`src/rtl/id_seg.sv`:
```
// rtl/id_seg.sv - instruction decode segment: register file, immediate extension, load-use hazard, ID/EX register
module id_seg (
  input  logic        clk,
  input  logic        rst,
  input  logic [31:0] IRi,
  input  logic [31:0] NPCi,
  input  logic        WBen,
  input  logic [4:0]  WBaddr,
  input  logic [31:0] WBdata,
  input  logic        flush,
  output logic [31:0] IRo,
  output logic [31:0] NPCo,
  output logic [31:0] Ao,
  output logic [31:0] Bo,
  output logic [31:0] Immo,
  output logic        stall
);

  localparam logic [5:0] OP_RTYPE = 6'b000000;
  localparam logic [5:0] OP_J     = 6'b000010;
  localparam logic [5:0] OP_JAL   = 6'b000011;
  localparam logic [5:0] OP_BEQ   = 6'b000100;
  localparam logic [5:0] OP_BNE   = 6'b000101;
  localparam logic [5:0] OP_ADDI  = 6'b001000;
  localparam logic [5:0] OP_SLTI  = 6'b001010;
  localparam logic [5:0] OP_ANDI  = 6'b001100;
  localparam logic [5:0] OP_ORI   = 6'b001101;
  localparam logic [5:0] OP_XORI  = 6'b001110;
  localparam logic [5:0] OP_LUI   = 6'b001111;
  localparam logic [5:0] OP_LW    = 6'b100011;
  localparam logic [5:0] OP_SW    = 6'b101011;

  logic [31:0] r_rf [0:31];
  logic [31:0] r_ir, r_npc, r_a, r_b, r_imm;

  logic [5:0]  w_op;
  logic [4:0]  w_rs, w_rt, w_ld_rt;
  logic [31:0] w_a, w_b, w_imm;
  logic        w_uses_rt, w_hazard, w_bubble, w_wr;

  assign w_op    = IRi[31:26];
  assign w_rs    = IRi[25:21];
  assign w_rt    = IRi[20:16];
  assign w_ld_rt = r_ir[20:16];
  assign w_wr    = WBen && (WBaddr != 5'd0);

  // Reads see a same-cycle write-back so the write-back stage needs no extra forwarding path
  assign w_a = (w_rs == 5'd0) ? 32'd0 : (w_wr && WBaddr == w_rs) ? WBdata : r_rf[w_rs];
  assign w_b = (w_rt == 5'd0) ? 32'd0 : (w_wr && WBaddr == w_rt) ? WBdata : r_rf[w_rt];

  always_comb begin
    w_imm = {16'h0000, IRi[15:0]};
    case (w_op)
      OP_ADDI, OP_SLTI, OP_LW, OP_SW, OP_BEQ, OP_BNE:
        w_imm = {{16{IRi[15]}}, IRi[15:0]};
      OP_ANDI, OP_ORI, OP_XORI, OP_RTYPE:
        w_imm = {16'h0000, IRi[15:0]};
      OP_LUI:
        w_imm = {IRi[15:0], 16'h0000};
      OP_J, OP_JAL:
        w_imm = {6'b000000, IRi[25:0]};
      default:
        w_imm = {16'h0000, IRi[15:0]};
    endcase
  end

  // rt is a source operand only for R-type, stores and compare branches
  assign w_uses_rt = (w_op == OP_RTYPE) || (w_op == OP_SW) || (w_op == OP_BEQ) || (w_op == OP_BNE);

  assign w_hazard = (IRi != 32'd0) && (r_ir[31:26] == OP_LW) && (w_ld_rt != 5'd0) &&
                    ((w_ld_rt == w_rs) || (w_uses_rt && (w_ld_rt == w_rt)));

  assign stall    = w_hazard && !flush;
  assign w_bubble = flush || w_hazard;

  always_ff @(posedge clk or negedge rst) begin
    if (!rst) begin
      for (int i = 0; i < 32; i++) r_rf[i] <= 32'd0;
    end else if (w_wr) begin
      r_rf[WBaddr] <= WBdata;
    end
  end

  always_ff @(posedge clk or negedge rst) begin
    if (!rst) begin
      r_ir  <= 32'd0;
      r_npc <= 32'd0;
      r_a   <= 32'd0;
      r_b   <= 32'd0;
      r_imm <= 32'd0;
    end else if (w_bubble) begin
      r_ir  <= 32'd0;
      r_npc <= 32'd0;
      r_a   <= 32'd0;
      r_b   <= 32'd0;
      r_imm <= 32'd0;
    end else begin
      r_ir  <= IRi;
      r_npc <= NPCi;
      r_a   <= w_a;
      r_b   <= w_b;
      r_imm <= w_imm;
    end
  end

  assign IRo  = r_ir;
  assign NPCo = r_npc;
  assign Ao   = r_a;
  assign Bo   = r_b;
  assign Immo = r_imm;

endmodule

```
`config.mk`:
```
export PLATFORM = sky130hd
export DESIGN_NAME = id_seg
export DESIGN_NICKNAME = d
export VERILOG_FILES = /design/src/rtl/id_seg.sv
export SDC_FILE = /design/constraint.sdc
export NUM_CORES = 2
export LEC_CHECK = 0
export CORE_MARGIN = 5
export CORE_UTILIZATION = 55
export CTS_CLUSTER_SIZE = 10
export DETAILED_ROUTE_END_ITERATION = 16
export PLACE_DENSITY_LB_ADDON = 0.1
export SKIP_CTS_REPAIR_TIMING = 1
export SLEW_MARGIN = 20
export SYNTH_ARGS = -nofsm -noshare
export SYNTH_HDL_FRONTEND = slang
export SYNTH_SLANG_ARGS = --single-unit
```
`constraint.sdc`:
```
create_clock -name clk -period 5.5 [get_ports clk]
set_clock_uncertainty 0.05 [all_clocks]
set_input_delay 0.825 -clock clk [delete_from_list [all_inputs] [get_ports clk]]
set_output_delay 0.825 -clock clk [all_outputs]
set_load 0.005 [all_outputs]
```
==> reports/qor.yml <==
synthesis:
  yosys.area.top_type: "dfrtp_1"
  synth.area.top_cells: "dfrtp_1, mux2_2, mux4_2"
  synthArstFlopShare_pct: 100
  syn-instance-count: 4160
  syn-cell-area_um2: 59600
  synthFlopType: "dfrtp_1"
  synth.top_cell.area_share_pct: 49.7
  syn_area_per_cell_um2: 14.3
  synth_edf_count: 0
  syn_nets: 4265
  ys_warn_count: 0
  netlist-cell-type-count: 56
  ys_seq_elements: 1184
  yosysSeqAreaShare_pct: 49.7
place:
  globalplace.congestion: 0.852
  hpwl_um: 121000
  pre_cts_ws_ps: 1180
  placedInstanceArea_um2: 63700
  io_buffers: 265
power:
  p_sw_share_pct: 27.0
  power_frac_seq_pct: 46.7
  power_frac_comb_pct: 18.7
  total_power_mw: 24.4
  ir_drop_v: 0.000293
  p_sw_mw: 6.59
  power_frac_clock_pct: 34.7
  p_leak_nw: 29.2
  p_int_mw: 17.8
  cellPowerDensity_nw_per_um2: 361
die:
  start_util_pct: 55.6
  die_h_um: 339
  ioPinCount: 266
  fp.dieW_um: 339
  coreArea_um2: 107000
  fp.dieArea_um2: 115000
  core.rowCount: 120
timing:
  layout_min_cycle_time_ps: 4070
  report.final.slew_viol_count: 0
  tns_ps: 0
  fin_ws_ps: 1430
  final_hold_viol_count: 0
  relSlewSlack_pct: 17.1
  rsz0062_at_grt: "false"
  worst_pin_slew_ps: 1240
  period_share_pct: 74.0
  setup_viol: 0
  max_freq_mhz: 246
setup_path:
  crit_start: "IRi[20]"
  crit_fanout: 11
  required_ps: 4620
  path_class: "in2out"
  r2r_cells: 7
  cpPeakStageDelay_ps: 870
  endpoint_kind: "output port"
  cp_num_cells: 7
  critPathLaunchType: "primary input"
  worstPathArrival_ps: 3190
  r2r_slack_ps: 2310
  cp_top_family: "buffers and inverters"
  slowest_stage: "clkdlybuf4s50_1"
  cp-endpoint: "stall"
  r2r_end: "Immo[0]$_DFF_PN0_"
  reg2reg_from: "IRo[17]$_DFF_PN0_"
  crit_buf_inv: 2
  crit_chain: "clkdlybuf4s50_1 -> xnor2_1 -> nand4_1 -> nor3_1 -> a31oi_1 -> nor3_1 -> clkdlybuf4s50_1"
drt:
  viasPerCell: 7.10
  route.detailed.drc: 0
  wl_um: 204000
  firstDrtPassIters: 7
  vias: 40400
  wire_per_inst_um: 35.9
  drt_iter0_drc: 4888
  ant_nets: 0
run_status:
  outcome: "finished clean"
global_route:
  use_met1_pct: 48.4
  antenna_found_initial: 15
  grt_overflow: 0
  busiest_layer: "met2"
  grt_max_degree: 153
  grt_pass1_wl_um: 297000
  met2_usage_pct: 54.5
  grt_pass1_vias: 41000
  grt_use_total_pct: 35.3
  met3_usage_pct: 9.24
clocking:
  clock_latency_ps: 750
  clock_sinks: 1184
  cts_buffers: 140
  htree_levels: 4
  clock_path_buffers: 3
  path_clk_slew_ps: 50
  cts_tree: "yes"
  root_buffer: "clkbuf_16"
layout:
  finish.instance_area_um2: 67600
  register_area_um2: 29600
  final_cell_mix: "dfrtp_1, mux2_2, mux4_2"
  final_common_cell: "dfrtp_1"
  multi_input_area_um2: 28400
  finalNetCount: 4343
  syn_to_final_growth_pct: 13.4
  layout-drive-gt1-share_pct: 41.9
  fillers: 8068
min_path:
  hold_path.class: "reg2reg"
flow_run:
  drv_cap: 0
==> power groups by stage <==
stage	sequential [mW]	combinational, mW	clock, mW
final	11.4	4.56	8.47
after floorplan	11.1	3.29	0
after detailed placement	11.5	4.53	0
after global routing	11.6	4.87	8.92
after global placement	11.4	4.44	0
after CTS	11.3	4.55	8.57
==> metal layers <==
metal,vias to the layer above,wire (um)
met5,-,34
met4,6,9170
met3,551,20100
met2,2245,93900
met1,21700,80900
li1,15900,-
==> cell usage after synthesis, types with 8 or more instances <==
cell type,instances
buf_1,66
a21oi_1,38
nor2b_1,8
a22oi_1,93
nor3_1,58
a211oi_1,13
dfrtp_1,1184
mux2_2,996
and2_1,78
nor4_1,23
nand2b_1,10
buf_2,94
nand3_1,19
o211ai_1,12
nand4_1,32
mux4_2,416
o2111ai_1,8
nand2_1,90
nor2_1,109
o22ai_1,62
a21boi_0,15
mux2i_1,236
clkbuf_1,280
xnor2_1,15
a221oi_1,57
o21ai_0,75
==> worst min path at each step <==
stage	from	to	slack [ps]	depth (start not counted)
4_1_cts	rst	NPCo[8]$_DFF_PN0_	90	1
6_report	r_rf[993]$_DFFE_PN0P_	r_rf[993]$_DFFE_PN0P_	350	0
3_5_place_dp	r_rf[1013]$_DFFE_PN0P_	r_rf[1013]$_DFFE_PN0P_	340	0
2_1_floorplan	r_rf[1013]$_DFFE_PN0P_	r_rf[1013]$_DFFE_PN0P_	390	1
3_3_place_gp	r_rf[1013]$_DFFE_PN0P_	r_rf[1013]$_DFFE_PN0P_	330	0
5_1_grt	r_rf[1022]$_DFFE_PN0P_	r_rf[1022]$_DFFE_PN0P_	360	0
==> registers in the layout (all words and copies together), names as in the netlist <==
name and cells:
Ao 32, NPCo 32, Bo 32, IRo 32, r_rf 1024, Immo 32
==> area by class of cell <==
type	count	share of cell area, %
diodes	7	0.0259
multi-input cells	2523	42.0
inverters	5	0.0296
clock buffers	178	5.73
clock inverters	9	0.148
flip-flops and latches	1184	43.8
repair buffers	384	5.64
well taps	1403	2.60
==> metrics by stage <==
stage / hold WS (ps) / cells / utilization, %
6_report: 349 / 5693 / 63.0
5_1_grt: 356 / 5688 / 63.0
4_1_cts: 89.4 / 5684 / 63.0
3_5_place_dp: 335 / 5497 / 59.3
3_3_place_gp: 330 / 5497 / 59.3
2_1_floorplan: 392 / 4160 / -
==> cell families (layout without fill, tap and decap cells) <==
kind of cell | count (synthesis) | in the layout | share of synthesized area [%]
other | 0 | 7 | 0
AND/OR/NAND/NOR | 471 | 471 | 4.08
flip-flops | 1184 | 1184 | 49.7
buffers and inverters | 453 | 576 | 3.07
AO/OA/AOI/OAI | 384 | 384 | 4.39
XOR/XNOR | 20 | 20 | 0.294
multiplexers | 1648 | 1648 | 38.5
Power figures use the tool's default switching activity.
